--- config.mk ---
export PLATFORM = sky130hd
export DESIGN_NAME = control_unit_flat
export DESIGN_NICKNAME = d
export VERILOG_FILES = /design/src/rtl/basic_computer_pkg.sv /design/src/rtl/control_unit_if.sv /design/src/rtl/cu_state_regs.sv /design/src/rtl/control_unit.sv /design/src/flat_wrapper.sv
export SDC_FILE = /design/constraint.sdc
export NUM_CORES = 1
export LEC_CHECK = 0
export ABC_AREA = 1
export ABC_CLOCK_PERIOD_IN_PS = 1800
export CORE_MARGIN = 10
export CORE_UTILIZATION = 30
export DETAILED_ROUTE_END_ITERATION = 7
export PLACE_DENSITY = 0.75
export SYNTH_ARGS = -nofsm -noshare
export SYNTH_HDL_FRONTEND = slang
export SYNTH_HIERARCHICAL = 1
export SYNTH_SLANG_ARGS = --single-unit
--- constraint.sdc ---
create_clock -name clk -period 1.8 [get_ports clk]
set_clock_uncertainty 0.2 [all_clocks]
set_input_delay 0.36 -clock clk [delete_from_list [all_inputs] [get_ports clk]]
set_output_delay 0.36 -clock clk [all_outputs]
set_load 0.01 [all_outputs]
--- src/rtl/basic_computer_pkg.sv ---
// Shared encodings for the basic computer: bus sources, ALU/E ops, strobe bit
// indices, opcodes and register-reference / I/O instruction bit positions.
package basic_computer_pkg;

  typedef enum logic [2:0] {
    BUS_NONE = 3'd0, BUS_AR = 3'd1, BUS_PC = 3'd2, BUS_DR = 3'd3,
    BUS_AC   = 3'd4, BUS_IR = 3'd5, BUS_TR = 3'd6, BUS_MEM = 3'd7
  } bus_sel_e;

  typedef enum logic [2:0] {
    ALU_NONE = 3'd0, ALU_AND = 3'd1, ALU_ADD = 3'd2, ALU_DR  = 3'd3,
    ALU_INP  = 3'd4, ALU_CMA = 3'd5, ALU_CIR = 3'd6, ALU_CIL = 3'd7
  } alu_op_e;

  typedef enum logic [1:0] {E_HOLD = 2'd0, E_CLR = 2'd1, E_CMP = 2'd2} e_op_e;

  localparam int LD_AR = 0, LD_PC = 1, LD_DR = 2, LD_AC = 3, LD_IR = 4, LD_TR = 5;
  localparam int INR_AR = 0, INR_PC = 1, INR_DR = 2, INR_AC = 3, INR_TR = 4;
  localparam int CLR_AR = 0, CLR_PC = 1, CLR_AC = 2;

  localparam int OP_AND = 0, OP_ADD = 1, OP_LDA = 2, OP_STA = 3;
  localparam int OP_BUN = 4, OP_BSA = 5, OP_ISZ = 6, OP_D7 = 7;

  localparam int RR_CLA = 11, RR_CLE = 10, RR_CMA = 9, RR_CME = 8, RR_CIR = 7, RR_CIL = 6;
  localparam int RR_INC = 5, RR_SPA = 4, RR_SNA = 3, RR_SZA = 2, RR_SZE = 1, RR_HLT = 0;

  localparam int IO_INP = 11, IO_OUT = 10, IO_SKI = 9, IO_SKO = 8, IO_ION = 7, IO_IOF = 6;

  function automatic logic [7:0] onehot8(input logic [2:0] op);
    onehot8 = 8'b1 << op;
  endfunction

endpackage

--- src/rtl/control_unit_if.sv ---
// Control-unit <-> datapath/sequence-counter bundle. master = control unit side.
interface control_unit_if #(parameter int T_W = 16);
  logic           start;
  logic [T_W-1:0] t;
  logic [15:0]    ir;
  logic           ac_sign, ac_zero, e_flag, dr_zero, fgi, fgo;
  logic           sc_s, sc_inr, sc_clr;
  logic [2:0]     bus_sel;
  logic           mem_rd, mem_wr;
  logic [5:0]     ld;
  logic [4:0]     inr;
  logic [2:0]     clr;
  logic [2:0]     alu_op;
  logic [1:0]     e_op;
  logic           out_ld, fgi_clr, fgo_clr;

  modport master (
    input  start, t, ir, ac_sign, ac_zero, e_flag, dr_zero, fgi, fgo,
    output sc_s, sc_inr, sc_clr, bus_sel, mem_rd, mem_wr, ld, inr, clr,
           alu_op, e_op, out_ld, fgi_clr, fgo_clr
  );
  modport slave (
    output start, t, ir, ac_sign, ac_zero, e_flag, dr_zero, fgi, fgo,
    input  sc_s, sc_inr, sc_clr, bus_sel, mem_rd, mem_wr, ld, inr, clr,
           alu_op, e_op, out_ld, fgi_clr, fgo_clr
  );
endinterface

--- src/rtl/cu_state_regs.sv ---
// Instruction-cycle state: S, R, IEN, I and decoded opcode D.
// R/IEN exist only when CU_INTERRUPT_EN is defined; otherwise they read 0.
module cu_state_regs
  import basic_computer_pkg::*;
#(
  parameter int T_W    = 16,
  parameter int ADDR_W = 12
) (
  input  logic           clk,
  input  logic           rst,
  input  logic           start,
  input  logic           t_ok,
  input  logic [T_W-1:0] t,
  input  logic [15:0]    ir,
  input  logic           irq,
  output logic           s,
  output logic           r,
  output logic           i_bit,
  output logic [7:0]     d
);
  logic exec_t3, halt, unused_bits;

  assign exec_t3     = s & t_ok & t[3] & d[OP_D7];
  assign halt        = exec_t3 & ~i_bit & ir[RR_HLT];
  assign unused_bits = ^{ir[ADDR_W-1:1], t[T_W-1:4]};

  always_ff @(posedge clk) begin
    if (rst) begin
      s     <= 1'b0;
      i_bit <= 1'b0;
      d     <= '0;
    end else begin
      if (!s)        s <= start;
      else if (halt) s <= 1'b0;
      if (s & t_ok & t[2] & ~r) begin
        d     <= onehot8(ir[ADDR_W+2:ADDR_W]);
        i_bit <= ir[ADDR_W+3];
      end
    end
  end

`ifdef CU_INTERRUPT_EN
  logic ien;

  always_ff @(posedge clk) begin
    if (rst) begin
      r   <= 1'b0;
      ien <= 1'b0;
    end else if (s & r & t_ok & t[2]) begin
      r   <= 1'b0;
      ien <= 1'b0;
    end else begin
      // Entry uses the current IEN, so an ION only arms the next cycle.
      if (s & ~t[0] & ~t[1] & ~t[2] & ien & irq & ~halt) r <= 1'b1;
      if (exec_t3 & i_bit & ir[IO_ION])      ien <= 1'b1;
      else if (exec_t3 & i_bit & ir[IO_IOF]) ien <= 1'b0;
    end
  end
`else
  logic unused_irq;
  assign r          = 1'b0;
  assign unused_irq = ^{irq, t[1:0]};
`endif

endmodule

--- src/rtl/control_unit.sv ---
// Timing/control stage of the basic computer: strobe decode from T, D, I, R.
// Interrupt support is compiled in with CU_INTERRUPT_EN.
module control_unit
  import basic_computer_pkg::*;
#(
  parameter int T_W    = 16,
  parameter int ADDR_W = 12
) (
  input  logic           clk,
  input  logic           rst,
  control_unit_if.master cu
);
  logic           s, r, i_bit, t_ok;
  logic [7:0]     d;
  logic [T_W-1:0] t;
  logic [15:0]    ir;

  assign t    = cu.t;
  assign ir   = cu.ir;
  assign t_ok = (t != '0) && (t[T_W-1:7] == '0);

  cu_state_regs #(.T_W(T_W), .ADDR_W(ADDR_W)) u_regs (
    .clk(clk), .rst(rst), .start(cu.start), .t_ok(t_ok), .t(t), .ir(ir),
    .irq(cu.fgi | cu.fgo), .s(s), .r(r), .i_bit(i_bit), .d(d)
  );

  assign cu.mem_rd = (cu.bus_sel == BUS_MEM);

  always_comb begin
    cu.sc_s = 1'b0; cu.sc_clr = 1'b0; cu.bus_sel = BUS_NONE; cu.mem_wr = 1'b0;
    cu.ld = '0; cu.inr = '0; cu.clr = '0; cu.alu_op = ALU_NONE; cu.e_op = E_HOLD;
    cu.out_ld = 1'b0; cu.fgi_clr = 1'b0; cu.fgo_clr = 1'b0;
    if (rst) begin
      cu.sc_s = 1'b1; cu.sc_clr = 1'b1;
    end else if (s) begin
      cu.sc_s = 1'b1;
      if (!t_ok) begin
        cu.sc_clr = 1'b1;
      end else if (r && (t[0] || t[1] || t[2])) begin
        if (t[0]) begin cu.clr[CLR_AR] = 1'b1; cu.bus_sel = BUS_PC; cu.ld[LD_TR] = 1'b1; end
        if (t[1]) begin cu.bus_sel = BUS_TR; cu.mem_wr = 1'b1; cu.clr[CLR_PC] = 1'b1; end
        if (t[2]) begin cu.inr[INR_PC] = 1'b1; cu.sc_clr = 1'b1; end
      end else if (t[0]) begin
        cu.bus_sel = BUS_PC; cu.ld[LD_AR] = 1'b1;
      end else if (t[1]) begin
        cu.bus_sel = BUS_MEM; cu.ld[LD_IR] = 1'b1; cu.inr[INR_PC] = 1'b1;
      end else if (t[2]) begin
        cu.bus_sel = BUS_IR; cu.ld[LD_AR] = 1'b1;
      end else if (t[3]) begin
        if (d[OP_D7]) begin
          cu.sc_clr = 1'b1;
          if (i_bit) begin
            if (ir[IO_INP]) begin cu.ld[LD_AC] = 1'b1; cu.alu_op = ALU_INP; cu.fgi_clr = 1'b1; end
            if (ir[IO_OUT]) begin cu.bus_sel = BUS_AC; cu.out_ld = 1'b1; cu.fgo_clr = 1'b1; end
            if ((ir[IO_SKI] & cu.fgi) | (ir[IO_SKO] & cu.fgo)) cu.inr[INR_PC] = 1'b1;
          end else begin
            if (ir[RR_CLA]) cu.clr[CLR_AC] = 1'b1;
            if (ir[RR_CLE]) cu.e_op = E_CLR;
            if (ir[RR_CMA]) begin cu.ld[LD_AC] = 1'b1; cu.alu_op = ALU_CMA; end
            if (ir[RR_CME]) cu.e_op = E_CMP;
            if (ir[RR_CIR]) begin cu.ld[LD_AC] = 1'b1; cu.alu_op = ALU_CIR; end
            if (ir[RR_CIL]) begin cu.ld[LD_AC] = 1'b1; cu.alu_op = ALU_CIL; end
            if (ir[RR_INC]) cu.inr[INR_AC] = 1'b1;
            if ((ir[RR_SPA] & ~cu.ac_sign) | (ir[RR_SNA] & cu.ac_sign) |
                (ir[RR_SZA] & cu.ac_zero)  | (ir[RR_SZE] & ~cu.e_flag))
              cu.inr[INR_PC] = 1'b1;
          end
        end else if (i_bit) begin
          cu.bus_sel = BUS_MEM; cu.ld[LD_AR] = 1'b1;
        end
      end else begin
        // T4..T6: memory-reference execute phases
        if (d[OP_AND] | d[OP_ADD] | d[OP_LDA]) begin
          if (t[4]) begin cu.bus_sel = BUS_MEM; cu.ld[LD_DR] = 1'b1; end
          if (t[5]) begin
            cu.ld[LD_AC] = 1'b1; cu.sc_clr = 1'b1;
            cu.alu_op = d[OP_AND] ? ALU_AND : (d[OP_ADD] ? ALU_ADD : ALU_DR);
          end
        end
        if (d[OP_STA] & t[4]) begin cu.bus_sel = BUS_AC; cu.mem_wr = 1'b1; cu.sc_clr = 1'b1; end
        if (d[OP_BUN] & t[4]) begin cu.bus_sel = BUS_AR; cu.ld[LD_PC] = 1'b1; cu.sc_clr = 1'b1; end
        if (d[OP_BSA]) begin
          if (t[4]) begin cu.bus_sel = BUS_PC; cu.mem_wr = 1'b1; cu.inr[INR_AR] = 1'b1; end
          if (t[5]) begin cu.bus_sel = BUS_AR; cu.ld[LD_PC] = 1'b1; cu.sc_clr = 1'b1; end
        end
        if (d[OP_ISZ]) begin
          if (t[4]) begin cu.bus_sel = BUS_MEM; cu.ld[LD_DR] = 1'b1; end
          if (t[5]) cu.inr[INR_DR] = 1'b1;
          if (t[6]) begin
            cu.bus_sel = BUS_DR; cu.mem_wr = 1'b1; cu.sc_clr = 1'b1;
            cu.inr[INR_PC] = cu.dr_zero;
          end
        end
      end
    end
    cu.sc_inr = s && !rst && !cu.sc_clr;
  end

endmodule

--- src/flat_wrapper.sv ---
// flat-port wrapper written by rule: the top's interface ports become plain ports
module control_unit_flat import basic_computer_pkg::*;
#(
  parameter int T_W    = 16,
  parameter int ADDR_W = 12
)
  (clk, rst, cu_start, cu_t, cu_ir, cu_ac_sign, cu_ac_zero, cu_e_flag, cu_dr_zero, cu_fgi, cu_fgo, cu_sc_s, cu_sc_inr, cu_sc_clr, cu_bus_sel, cu_mem_rd, cu_mem_wr, cu_ld, cu_inr, cu_clr, cu_alu_op, cu_e_op, cu_out_ld, cu_fgi_clr, cu_fgo_clr);
  control_unit_if #(.T_W(T_W)) cu_i ();
  input  logic clk;
  input  logic rst;
  input wire logic [$bits(cu_i.start)-1:0] cu_start;
  input wire logic [$bits(cu_i.t)-1:0] cu_t;
  input wire logic [$bits(cu_i.ir)-1:0] cu_ir;
  input wire logic [$bits(cu_i.ac_sign)-1:0] cu_ac_sign;
  input wire logic [$bits(cu_i.ac_zero)-1:0] cu_ac_zero;
  input wire logic [$bits(cu_i.e_flag)-1:0] cu_e_flag;
  input wire logic [$bits(cu_i.dr_zero)-1:0] cu_dr_zero;
  input wire logic [$bits(cu_i.fgi)-1:0] cu_fgi;
  input wire logic [$bits(cu_i.fgo)-1:0] cu_fgo;
  output wire logic [$bits(cu_i.sc_s)-1:0] cu_sc_s;
  output wire logic [$bits(cu_i.sc_inr)-1:0] cu_sc_inr;
  output wire logic [$bits(cu_i.sc_clr)-1:0] cu_sc_clr;
  output wire logic [$bits(cu_i.bus_sel)-1:0] cu_bus_sel;
  output wire logic [$bits(cu_i.mem_rd)-1:0] cu_mem_rd;
  output wire logic [$bits(cu_i.mem_wr)-1:0] cu_mem_wr;
  output wire logic [$bits(cu_i.ld)-1:0] cu_ld;
  output wire logic [$bits(cu_i.inr)-1:0] cu_inr;
  output wire logic [$bits(cu_i.clr)-1:0] cu_clr;
  output wire logic [$bits(cu_i.alu_op)-1:0] cu_alu_op;
  output wire logic [$bits(cu_i.e_op)-1:0] cu_e_op;
  output wire logic [$bits(cu_i.out_ld)-1:0] cu_out_ld;
  output wire logic [$bits(cu_i.fgi_clr)-1:0] cu_fgi_clr;
  output wire logic [$bits(cu_i.fgo_clr)-1:0] cu_fgo_clr;
  assign cu_i.start = cu_start;
  assign cu_i.t = cu_t;
  assign cu_i.ir = cu_ir;
  assign cu_i.ac_sign = cu_ac_sign;
  assign cu_i.ac_zero = cu_ac_zero;
  assign cu_i.e_flag = cu_e_flag;
  assign cu_i.dr_zero = cu_dr_zero;
  assign cu_i.fgi = cu_fgi;
  assign cu_i.fgo = cu_fgo;
  assign cu_sc_s = cu_i.sc_s;
  assign cu_sc_inr = cu_i.sc_inr;
  assign cu_sc_clr = cu_i.sc_clr;
  assign cu_bus_sel = cu_i.bus_sel;
  assign cu_mem_rd = cu_i.mem_rd;
  assign cu_mem_wr = cu_i.mem_wr;
  assign cu_ld = cu_i.ld;
  assign cu_inr = cu_i.inr;
  assign cu_clr = cu_i.clr;
  assign cu_alu_op = cu_i.alu_op;
  assign cu_e_op = cu_i.e_op;
  assign cu_out_ld = cu_i.out_ld;
  assign cu_fgi_clr = cu_i.fgi_clr;
  assign cu_fgo_clr = cu_i.fgo_clr;
  control_unit #(.T_W(T_W), .ADDR_W(ADDR_W)) u_core (.clk(clk), .rst(rst), .cu(cu_i));
endmodule
== Yosys cells after proc, flatten, opt, wreduce, memory -nomap -nowiden ==
Index checks and enable logic that the tools add are counted.

* Muxes and demuxes: 158
* Reductions and logical operators: 7
* Bitwise logic cells: 23
* Equal/unequal tests: 1
* Shifts and indexed selects: 1

{| class="wikitable"
|+ Operator list
! operator !! count
|-
| $mux 3 || 41
|-
| $mux 1 || 93
|-
| $mux 2 || 14
|-
| $mux 4 || 7
|-
| $reduce_bool 16->1 || 1
|-
| $and 1x1->1 || 14
|-
| $mux 6 || 2
|-
| $logic_not 9->1 || 1
|-
| $shl 1x3->8 const A || 1
|-
| $or 1x1->1 || 6
|-
| $mux 5 || 1
|-
| $eq 3x3->1 const B || 1
|-
| $logic_and 1x1->1 || 3
|-
| $not 1->1 || 3
|-
| $logic_not 1->1 || 2
|}

* Flip-flop bits (word level): 10
* Input port bits: 41
* Output and inout port bits: 30
* Logic and storage cells: 193

== Depth between registers and ports, before layout ==
Gate-level depths: netlist (run 1).

* Depth after elaboration: 19
* Gate-level depth with buffers: 12
* Mapped depth without buffers: 11

== By module ==
The synthesis (run 1) kept the hierarchy.

{| class="wikitable"
|+ Modules (own cells, without submodules)
! module !! area an instance (um^2) !! sequential area each (um^2) !! cells each !! instances
|-
| control_unit || 787.0 || 0.0 || 174 || 1
|-
| cu_state_regs || 513.0 || 200.2 || 83 || 1
|}

== Worst setup path after synthesis (run 1) ==
No wires, ideal clock.

* Path kind: input-to-output
* From: in cu_t[9]
* To: out cu_out_ld
* Path slack: -229 ps
* Stages: 8
* Data arrival time: 1469 ps
* Path buffers: 1
* Required time: 1240 ps
* Cells stage by stage: nor2_1 -> nand3_1 -> nor2_1 -> nand2_2 -> nor2_4 -> nand2_4 -> nor3_1 -> buf_4

* Word-level cells in the longest chain between the ends: 5
* Elaborated cells on any way between the ends: 6
* Those cells by class: mux: 3; reduce/logical: 3

{| class="wikitable"
|+ Ends and longest elaborated chain
! what !! RTL line !! RTL
|-
| from (decl) || flat_wrapper.sv:12 || <nowiki>input wire logic [$bits(cu_i.t)-1:0] cu_t;</nowiki>
|-
| $reduce_bool 16->1 or $logic_not 9->1 (tied branches) || control_unit.sv:20 || <nowiki>assign t_ok = (t != '0) && (t[T_W-1:7] == '0);</nowiki>
|-
| $logic_and 1x1->1 * || control_unit.sv:20 ||
|-
| $mux 1 * (3 in a row) || n/a ||
|-
| to (decl) || flat_wrapper.sv:31 || <nowiki>output wire logic [$bits(cu_i.out_ld)-1:0] cu_out_ld;</nowiki>
|}

Mark *: on every way between the ends. The rest lies on a longest branch, timed or not.

== Worst setup path after layout (run 1) ==
* From: in cu_t[11]
* To: out cu_bus_sel[0]

* Word-level cells in the longest chain between the ends: 5
* Elaborated cells on any way between the ends: 6
* Those cells by class: mux: 3; reduce/logical: 3

{| class="wikitable"
|+ Ends and longest elaborated chain
! what !! RTL line !! RTL
|-
| $reduce_bool 16->1 or $logic_not 9->1 (tied branches) || control_unit.sv:20 ||
|-
| $logic_and 1x1->1 * || control_unit.sv:20 ||
|-
| $mux 3 * || control_unit.sv:37 || <nowiki>if (!t_ok) begin</nowiki>
|-
| $mux 3 * || control_unit.sv:35 || <nowiki>end else if (s) begin</nowiki>
|-
| $mux 3 * || control_unit.sv:33 || <nowiki>if (rst) begin</nowiki>
|-
| to (decl) || flat_wrapper.sv:23 || <nowiki>output wire logic [$bits(cu_i.bus_sel)-1:0] cu_bus_sel;</nowiki>
|}

Marks and branches as above.

==> results.yml, run 1 <==
logic_synthesis:
  netlist_instances: 256
  syn-num-nets: 297
  avgSynthCellArea_um2: 5.05
  yosysWarnings: 6
  syn_area_um2: 1290
place:
  place.detailed.hpwl_um: 4170
  pre_cts_slack_ps: -1070
  dpl_cell_area_um2: 2290
  place.port_buffers: 66
  place_congestion: 0.870
  dp.cells: 404
power_and_ir_drop:
  swShare_pct: 29.0
  p_leak_nw: 1.32
  power_switching_uw: 202
  p_int_uw: 495
  power_density_nw_per_um2: 284
  vdd_ir_drop_max_uv: 374
  pwr-share-seq_pct: 31.8
  combPwrFrac_pct: 35.5
  clockPowerShare_pct: 32.8
cts:
  max-clock-path-buffers: 2
  numCtsBuffers: 3
  clk_pin_slew_ps: 40
  cts_root_buf: "clkbuf_8"
  cts.sinks: 10
  ctsHtreeMaxLevel: 1
  cts_tree: "built"
  postCtsHoldBufs: 0
  insertion_delay_ps: 230
run_status:
  outcome: "complete, but fails checks"
  violations: "setup timing"
finish:
  instances_no_fill: 421
  n_antenna_cell: 0
  fill_cells: 395
  syn_to_final_growth_pct: 89.7
  fin_nets: 414
  layout-drive-gt1-share_pct: 46.1
  stdcell_area_um2: 2450
grt:
  grt_max_degree: 12
  antenna_found_initial: 0
  grt_pass1_vias: 1968
  grt_pass1_wl_um: 8830
  grt_usage_pct: 14.1
  grt_overflow_total: 0
worst_setup_path:
  cp_data_arrival_time_ps: 1570
  critPathBufInv: 4
  end_kind: "primary output"
  cp.required_ps: 1240
  cp_slowest_cell: "nor2_2"
  r2r_slack_ps: 590
  cpMostUsedCell: "nor2_4"
  critical-path-max-stage-delay_ps: 180
  crit_path_max_fanout: 2
  crit_chain: "buf_6 -> nor2_4 -> nand3_2 -> nor2_4 -> nand4_1 -> nor2_2 -> buf_4 -> inv_4 -> a21oi_2 -> buf_2"
  crit_family: "simple AND/OR/NAND/NOR gates"
  critPathKind: "in2out"
  cp-start-kind: "primary input"
run:
  drv_cap: 0
routing:
  final_antenna_net_count: 0
  avgViaCountPerCell: 4.66
  vias: 1961
  drt-total-wl_um: 5570
  drtIter0Drc: 93
  drc: 0
  firstDrtPassIters: 4
  wl_per_cell_um: 13.2
sta:
  finalMaxSlewViolations: 0
  hold_violations: 0
  fin_crit_sh_pct: 118
  fin_ws_ps: -325
  worst_pin_slew_ps: 702
  slew_headroom_pct: 52.8
  min_period_ps: 2130
  fmax_ghz: 0.471
  finalSetupViolations: 25
  rsz0062_at_grt: "yes"
  holdWs_ps: 320
floorplanning:
  die_w_um: 85.7
  dieArea_um2: 7340
  initial_core_util_pct: 31.7
  placementRows: 23
  coreArea_um2: 4090
  die_h_um: 85.7
  ios: 71
hold_path:
  hold_path.class: "reg2reg"
metrics by stage:
| step | util (%) | setup TNS (ps) | total power [mW] |
|---|---|---|---|
| 2_1_floorplan | - | -17.5 | 0.308 |
| 3_3_place_gp | 56.2 | -28300 | 0.453 |
| 3_5_place_dp | 56.2 | -29620 | 0.455 |
| 4_1_cts | 57.3 | -5940 | 0.690 |
| 5_1_grt | 60.1 | -8060 | 0.737 |
| 6_report | 60.1 | -5960 | 0.698 |
placed cells by master, fill, tap and decap left out, types with 2 or more instances in the layout:
| cell type | n |
|---|---|
| conb_1 | 2 |
| a21oi_1 | 3 |
| buf_2 | 31 |
| o21ai_1 | 3 |
| dfxtp_4 | 2 |
| dlygate4sd2_1 | 8 |
| nand2_1 | 66 |
| a21oi_2 | 5 |
| nand3_1 | 17 |
| dfxtp_2 | 4 |
| clkdlybuf4s15_1 | 4 |
| dfxtp_1 | 4 |
| clkbuf_2 | 3 |
| nand4_1 | 5 |
| o21ai_0 | 2 |
| nor2_4 | 13 |
| nand3_2 | 6 |
| clkbuf_8 | 3 |
| nor2_1 | 28 |
| buf_6 | 11 |
| inv_1 | 40 |
| buf_4 | 50 |
| clkdlybuf4s50_1 | 12 |
| nor2_2 | 11 |
| nand2_2 | 12 |
| inv_2 | 13 |
worst min-delay path: stages, from the launching register on:
cell	delay [ps]
dfxtp_1	300
inv_1	50
nand2_1	50
nand2_1	50
nor2_1	30
power by group through the flow:
stage	sequential, mW	clock (mW)	combinational, mW
floorplan	0.230	0	0.0778
global placement	0.229	0	0.224
detailed placement	0.229	0	0.226
CTS	0.222	0.237	0.231
global route	0.221	0.247	0.269
finish	0.222	0.229	0.247
worst paths after layout:
kind / from / endpoint / cells past startpoint
hold / removal: u_core/u_regs/d[2] / u_core/u_regs/d[2] / 4
setup / recovery: cu_t[11] / cu_bus_sel[0] / 10
hold reg to reg: u_core/u_regs/d[2] / u_core/u_regs/d[2] / 4
setup reg to reg: u_core/u_regs/s / u_core/u_regs/d[1] / 6
metal layers:
metal  global-route usage (%)  up-vias  wire length [um]
li1                         -      996                 -
met1                     15.1      882              2240
met2                     26.6       71              2920
met3                     2.46       12               315
met4                     5.24        0                87
met5                        0        -                 0
flip-flops by register name, indices dropped and copies added (netlist names):
register,cells
u_core/u_regs/d,8
u_core/u_regs/s,1
u_core/u_regs/i_bit,1
what timing repair did:
action                                  CTS  global route
endpoints found under the setup margin   36            26
pin swaps                                48            24
resized for setup                       218            35
hold endpoints to repair                  0             0
gates cloned                              0             0
setup buffers                            12             5
area by class of cell:
type | instances | area [um^2] | share of cell area (%)
well taps | 50 | 62.6 | 2.55
clock buffers | 3 | 41.3 | 1.68
inverters | 54 | 205 | 8.36
repair buffers | 120 | 911 | 37.1
flip-flops and latches | 10 | 213 | 8.66
multi-input cells | 184 | 1020 | 41.6
Note: power is estimated with default switching activity, not from simulation.
==> run 2: changes to the inputs <==
- ABC_CLOCK_PERIOD_IN_PS: 1800 -> 1900
- PLACE_DENSITY: 0.75 -> 0.77
- TNS_END_PERCENT: default -> 5
- clock period: 1.8 -> 1.9 ns (I/O delays scaled with it)
==> results.yml, run 2 (synthesis results as in run 1) <==
run_status:
  outcome: "complete, but fails checks"
  violations: "setup timing"
sta:
  finalMaxSlewViolations: 0
  fin_ws_ps: -174
  holdWs_ps: 314
  fmax_ghz: 0.482
  fin_crit_sh_pct: 109
  slew_headroom_pct: 55.4
  worst_pin_slew_ps: 664
  rsz0062_at_grt: "yes"
  min_period_ps: 2070
  tns_ps: -2890
  finalSetupViolations: 24
  hold_violations: 0
grt:
  grt_overflow_total: 0
  grt_pass1_wl_um: 7700
  grt_usage_pct: 12.1
  antenna_found_initial: 0
  grt_max_degree: 12
  grt_pass1_vias: 1809
hold_path:
  whs_path_depth: 3
  hold_path.class: "in2reg"
  min_from: "rst"
  min_to: "u_core/u_regs/d[2]"
worst_setup_path:
  cpMostUsedCell: "nor2_4"
  crit_path_max_fanout: 4
  reg2reg_to: "u_core/u_regs/d[0]"
  cp-start-kind: "primary input"
  critical_path_depth: 11
  critPathKind: "in2out"
  critical-path-max-stage-delay_ps: 150
  timing.rr.start: "u_core/u_regs/s"
  r2r_slack_ps: 670
  end_kind: "primary output"
  cp.required_ps: 1320
  critPathBufInv: 2
  cp_data_arrival_time_ps: 1490
  crit_family: "simple AND/OR/NAND/NOR gates"
  reg2reg_depth: 4
  crit_chain: "buf_6 -> nor2_2 -> nand3_2 -> nor2_4 -> nand2_2 -> nor2_4 -> nand2_4 -> nor2_4 -> nand3_2 -> o21ai_1 -> buf_2"
  cp_slowest_cell: "buf_2"
routing:
  drtIter0Drc: 106
  drt-total-wl_um: 4750
  drc: 0
  vias: 1843
  final_antenna_net_count: 0
  firstDrtPassIters: 4
  avgViaCountPerCell: 4.48
  wl_per_cell_um: 11.6
finish:
  stdcell_area_um2: 2350
  top_register: "u_core/u_regs/d"
  mostFrequentLayoutCells: "69 x nand2_1, 44 x inv_1, 43 x buf_4"
  n_antenna_cell: 0
  fin_nets: 404
  mostFrequentLayoutCell: "nand2_1"
  syn_to_final_growth_pct: 81.3
  largest_register_ff_count: 8
  reg_top3: "u_core/u_regs/d (8), u_core/u_regs/i_bit (1), u_core/u_regs/s (1)"
  layout-drive-gt1-share_pct: 40.2
  instances_no_fill: 411
power_and_ir_drop:
  power_uw: 645
  p_int_uw: 468
  power_switching_uw: 177
  p_leak_nw: 1.36
  pwr-share-seq_pct: 33.0
  combPwrFrac_pct: 33.8
  clockPowerShare_pct: 33.2
  vdd_ir_drop_max_uv: 359
  power_density_nw_per_um2: 275
  swShare_pct: 27.4
place:
  place_congestion: 0.885
  place.port_buffers: 66
  dpl_cell_area_um2: 2270
  place.detailed.hpwl_um: 3810
  dp.cells: 404
floorplanning:
  die_w_um: 85.7
  die_h_um: 85.7
  ios: 71
  coreArea_um2: 4090
  initial_core_util_pct: 31.7
  dieArea_um2: 7340
  placementRows: 23
cts:
  cts_tree: "built"
  cts.sinks: 10
  postCtsHoldBufs: 0
  max-clock-path-buffers: 2
  insertion_delay_ps: 230
  ctsHtreeMaxLevel: 1
  clk_pin_slew_ps: 50
  cts_root_buf: "clkbuf_8"
  numCtsBuffers: 3
run:
  drv_cap: 0
run 2: cell types whose count changed in the layout (fill, tap and decap cells not counted), moves of 3 or more:
cell	delta
inv_2	-3
nand2_2	-3
dlygate4sd2_1	-8
inv_1	+4
nor2_4	-4
nor2_1	+8
nand2_1	+3
clkdlybuf4s15_1	-4
nor2_2	-4
dlymetal6s2s_1	+11
buf_4	-7
run 2: worst min-delay path, delay by kind of cell:
family / cells / cell delay, ps
and+or+nand+nor: 1 / 50
buffers and inverters: 2 / 270
run 2: power groups by stage:
stage	logic [mW]	registers, mW	clock network, mW
final	0.218	0.213	0.214
after detailed placement	0.208	0.217	0
after CTS	0.203	0.213	0.216
after floorplan	0.0705	0.218	0
after global placement	0.206	0.217	0
after global routing	0.240	0.213	0.229
run 2: timing repair:
action | in CTS | in global routing
hold endpoints to repair | 0 | 0
setup endpoints to repair | 35 | 26
resized for setup | 176 | 50
pin swaps | 23 | 33
buffers inserted | 4 | 0
run 2: worst max-delay path by stage:
stage / startpoint / slack, ps / to
after floorplan: cu_t[9] / 5 / cu_inr[0]
after global placement: cu_t[4] / -970 / cu_mem_wr
after detailed placement: cu_t[4] / -1020 / cu_mem_wr
after CTS: cu_t[8] / -280 / cu_ld[2]
after global routing: cu_t[5] / -280 / cu_alu_op[1]
final: cu_t[12] / -170 / cu_alu_op[1]
run 2: through the flow:
step / utilization, % / setup WS, ps
detailed placement: 55.5 / -1020
global route: 57.4 / -281
floorplan: - / 4.72
finish: 57.4 / -174
CTS: 54.5 / -276
global placement: 55.5 / -969
run 2: area by class of cell:
cell class,instances,area (um^2)
fillers,394,1740
repair buffers,110,870
flip-flops and latches,10,205
multi-input cells,184,965
well taps,50,62.6
inverters,54,203
clock buffers,3,41.3
run 2: layer usage:
metal  global-route usage, %  wire [um]  vias to the layer above
met2                    21.6       2300                       59
met3                    2.37        283                       10
li1                        -          -                      976
met4                    3.44         67                        0
met5                       0          0                        -
met1                    14.1       2100                      798
==> run 3: changes to the inputs <==
- CELL_PAD_IN_SITES_DETAIL_PLACEMENT: default -> 2
- CELL_PAD_IN_SITES_GLOBAL_PLACEMENT: default -> 2
- CORE_UTILIZATION: 30 -> 15
- PLACE_DENSITY: 0.77 -> 0.84
==> results.yml, run 3 (synthesis results as in run 1) <==
run_status:
  outcome: "complete, but fails checks"
  violations: "setup timing"
run:
  drv_cap: 0
grt:
  grt_usage_pct: 11.4
  antenna_found_initial: 0
  grt_pass1_vias: 2250
  grt_max_degree: 12
  grt_overflow_total: 0
  grt_pass1_wl_um: 12000
floorplanning:
  ios: 71
  initial_core_util_pct: 15.6
  dieArea_um2: 12700
  placementRows: 33
  die_h_um: 113
  coreArea_um2: 8300
  die_w_um: 113
finish:
  fill_cells: 1034
  mostFrequentLayoutCells: "68 x nand2_1, 42 x inv_1, 41 x buf_4"
  n_antenna_cell: 0
  top_register: "u_core/u_regs/d"
  fin_nets: 403
  final_util_pct: 29.7
  layout-drive-gt1-share_pct: 42.4
  largest_register_ff_count: 8
  mostFrequentLayoutCell: "nand2_1"
  syn_to_final_growth_pct: 90.5
  reg_top3: "u_core/u_regs/d (8), u_core/u_regs/i_bit (1), u_core/u_regs/s (1)"
sta:
  tns_ps: -4360
  min_period_ps: 2140
  finalSetupViolations: 25
  fin_ws_ps: -239
  worst_pin_slew_ps: 719
  hold_violations: 0
  slew_headroom_pct: 51.7
  rsz0062_at_grt: "yes"
  finalMaxSlewViolations: 0
  fin_crit_sh_pct: 113
  fmax_ghz: 0.468
power_and_ir_drop:
  p_leak_nw: 1.30
  combPwrFrac_pct: 33.4
  p_int_uw: 517
  clockPowerShare_pct: 37.3
  power_switching_uw: 212
  swShare_pct: 29.1
  pwr-share-seq_pct: 29.3
  vdd_ir_drop_max_uv: 138
  power_density_nw_per_um2: 295
worst_setup_path:
  critPathKind: "in2out"
  reg2reg_depth: 6
  cp.required_ps: 1320
  crit_path_max_fanout: 4
  end_kind: "primary output"
  cp-start-kind: "primary input"
  reg2reg_to: "u_core/u_regs/d[7]"
  cp_data_arrival_time_ps: 1560
  timing.rr.start: "u_core/u_regs/s"
  r2r_slack_ps: 640
routing:
  vias: 1944
  wl_per_cell_um: 16.0
  final_antenna_net_count: 0
  firstDrtPassIters: 4
  drc: 0
  route.met2.wl_um: 4090
  met1_length_um: 2890
  drtIter0Drc: 83
  met3_length_um: 323
  avgViaCountPerCell: 4.17
  topRoutingLayerUsed: "met4"
  drt-total-wl_um: 7460
cts:
  numCtsBuffers: 3
  insertion_delay_ps: 240
  cts.sinks: 10
  clk_pin_slew_ps: 50
  max-clock-path-buffers: 2
  cts_tree: "built"
  ctsHtreeMaxLevel: 1
  cts_root_buf: "clkbuf_8"
place:
  place.detailed.hpwl_um: 6100
  place_congestion: 0.831
  place.port_buffers: 66
hold_path:
  hold_path.class: "reg2reg"
  min_to: "u_core/u_regs/d[2]"
  min_from: "u_core/u_regs/d[2]"
  whs_path_depth: 4
[run 3: cell types whose count changed in the layout (fill, tap and decap cells not counted), moves of 4 or more]
cell / change
nor2_1: -4
dlygate4sd2_1: +7
dlymetal6s2s_1: -8
nor2_4: +4
[run 3: repair_timing]
item,4_1_cts,5_1_grt
setup buffers,5,0
gates resized for setup,203,37
hold buffers,0,0
gates cloned,0,0
endpoints found under the setup margin,36,32
pin swaps,31,19
[run 3: cell type report]
class | instances | area, um^2 | share of cell area [%]
Multi-Input combinational cell | 184 | 1010 | 41.0
Timing Repair Buffer | 109 | 855 | 34.7
Sequential cell | 10 | 208 | 8.43
Inverter | 54 | 205 | 8.32
Tap cell | 105 | 131 | 5.33
Clock buffer | 4 | 55.1 | 2.23
[run 3: metal layers]
layer	vias to the layer above	global-route usage, %
met3	11	2.22
met2	50	21.8
met1	912	12.4
li1	971	-
met5	-	0
met4	0	3.05
[run 3: worst max path at each step]
stage	start	endpoint	slack, ps	depth (start not counted)
global placement	cu_t[4]	cu_mem_rd	-1030	10
CTS	cu_t[8]	cu_ld[2]	-310	11
detailed placement	cu_t[9]	cu_bus_sel[0]	-1070	9
global route	cu_t[9]	cu_ld[3]	-350	11
floorplan	cu_t[9]	cu_inr[0]	5	9
finish	cu_t[9]	cu_ld[3]	-240	11
[run 3: power by group through the flow]
stage | clock [mW] | combinational (mW) | sequential [mW]
after global placement | 0 | 0.212 | 0.217
final | 0.272 | 0.243 | 0.213
after detailed placement | 0 | 0.223 | 0.217
after CTS | 0.288 | 0.226 | 0.213
after global routing | 0.290 | 0.265 | 0.213
after floorplan | 0 | 0.0705 | 0.218
[run 3: through the flow]
step	total power [mW]	hold slack [ps]	cell area [um^2]	std cells	setup WS (ps)
finish	0.728	354	2460	466	-239
detailed placement	0.440	343	2320	457	-1070
global placement	0.429	308	2320	457	-1030
floorplan	0.288	296	1310	256	4.72
CTS	0.727	366	2350	466	-311
global route	0.769	409	2460	466	-351
[run 3: worst max-delay path, stage by stage]
cell	delay [ps]
buf_2	110
nor2_4	80
nand3_2	100
nor2_4	120
nand2_2	80
nor2_4	120
nand2_4	80
nor2_4	160
nand2_1	110
nand3_1	80
buf_2	140
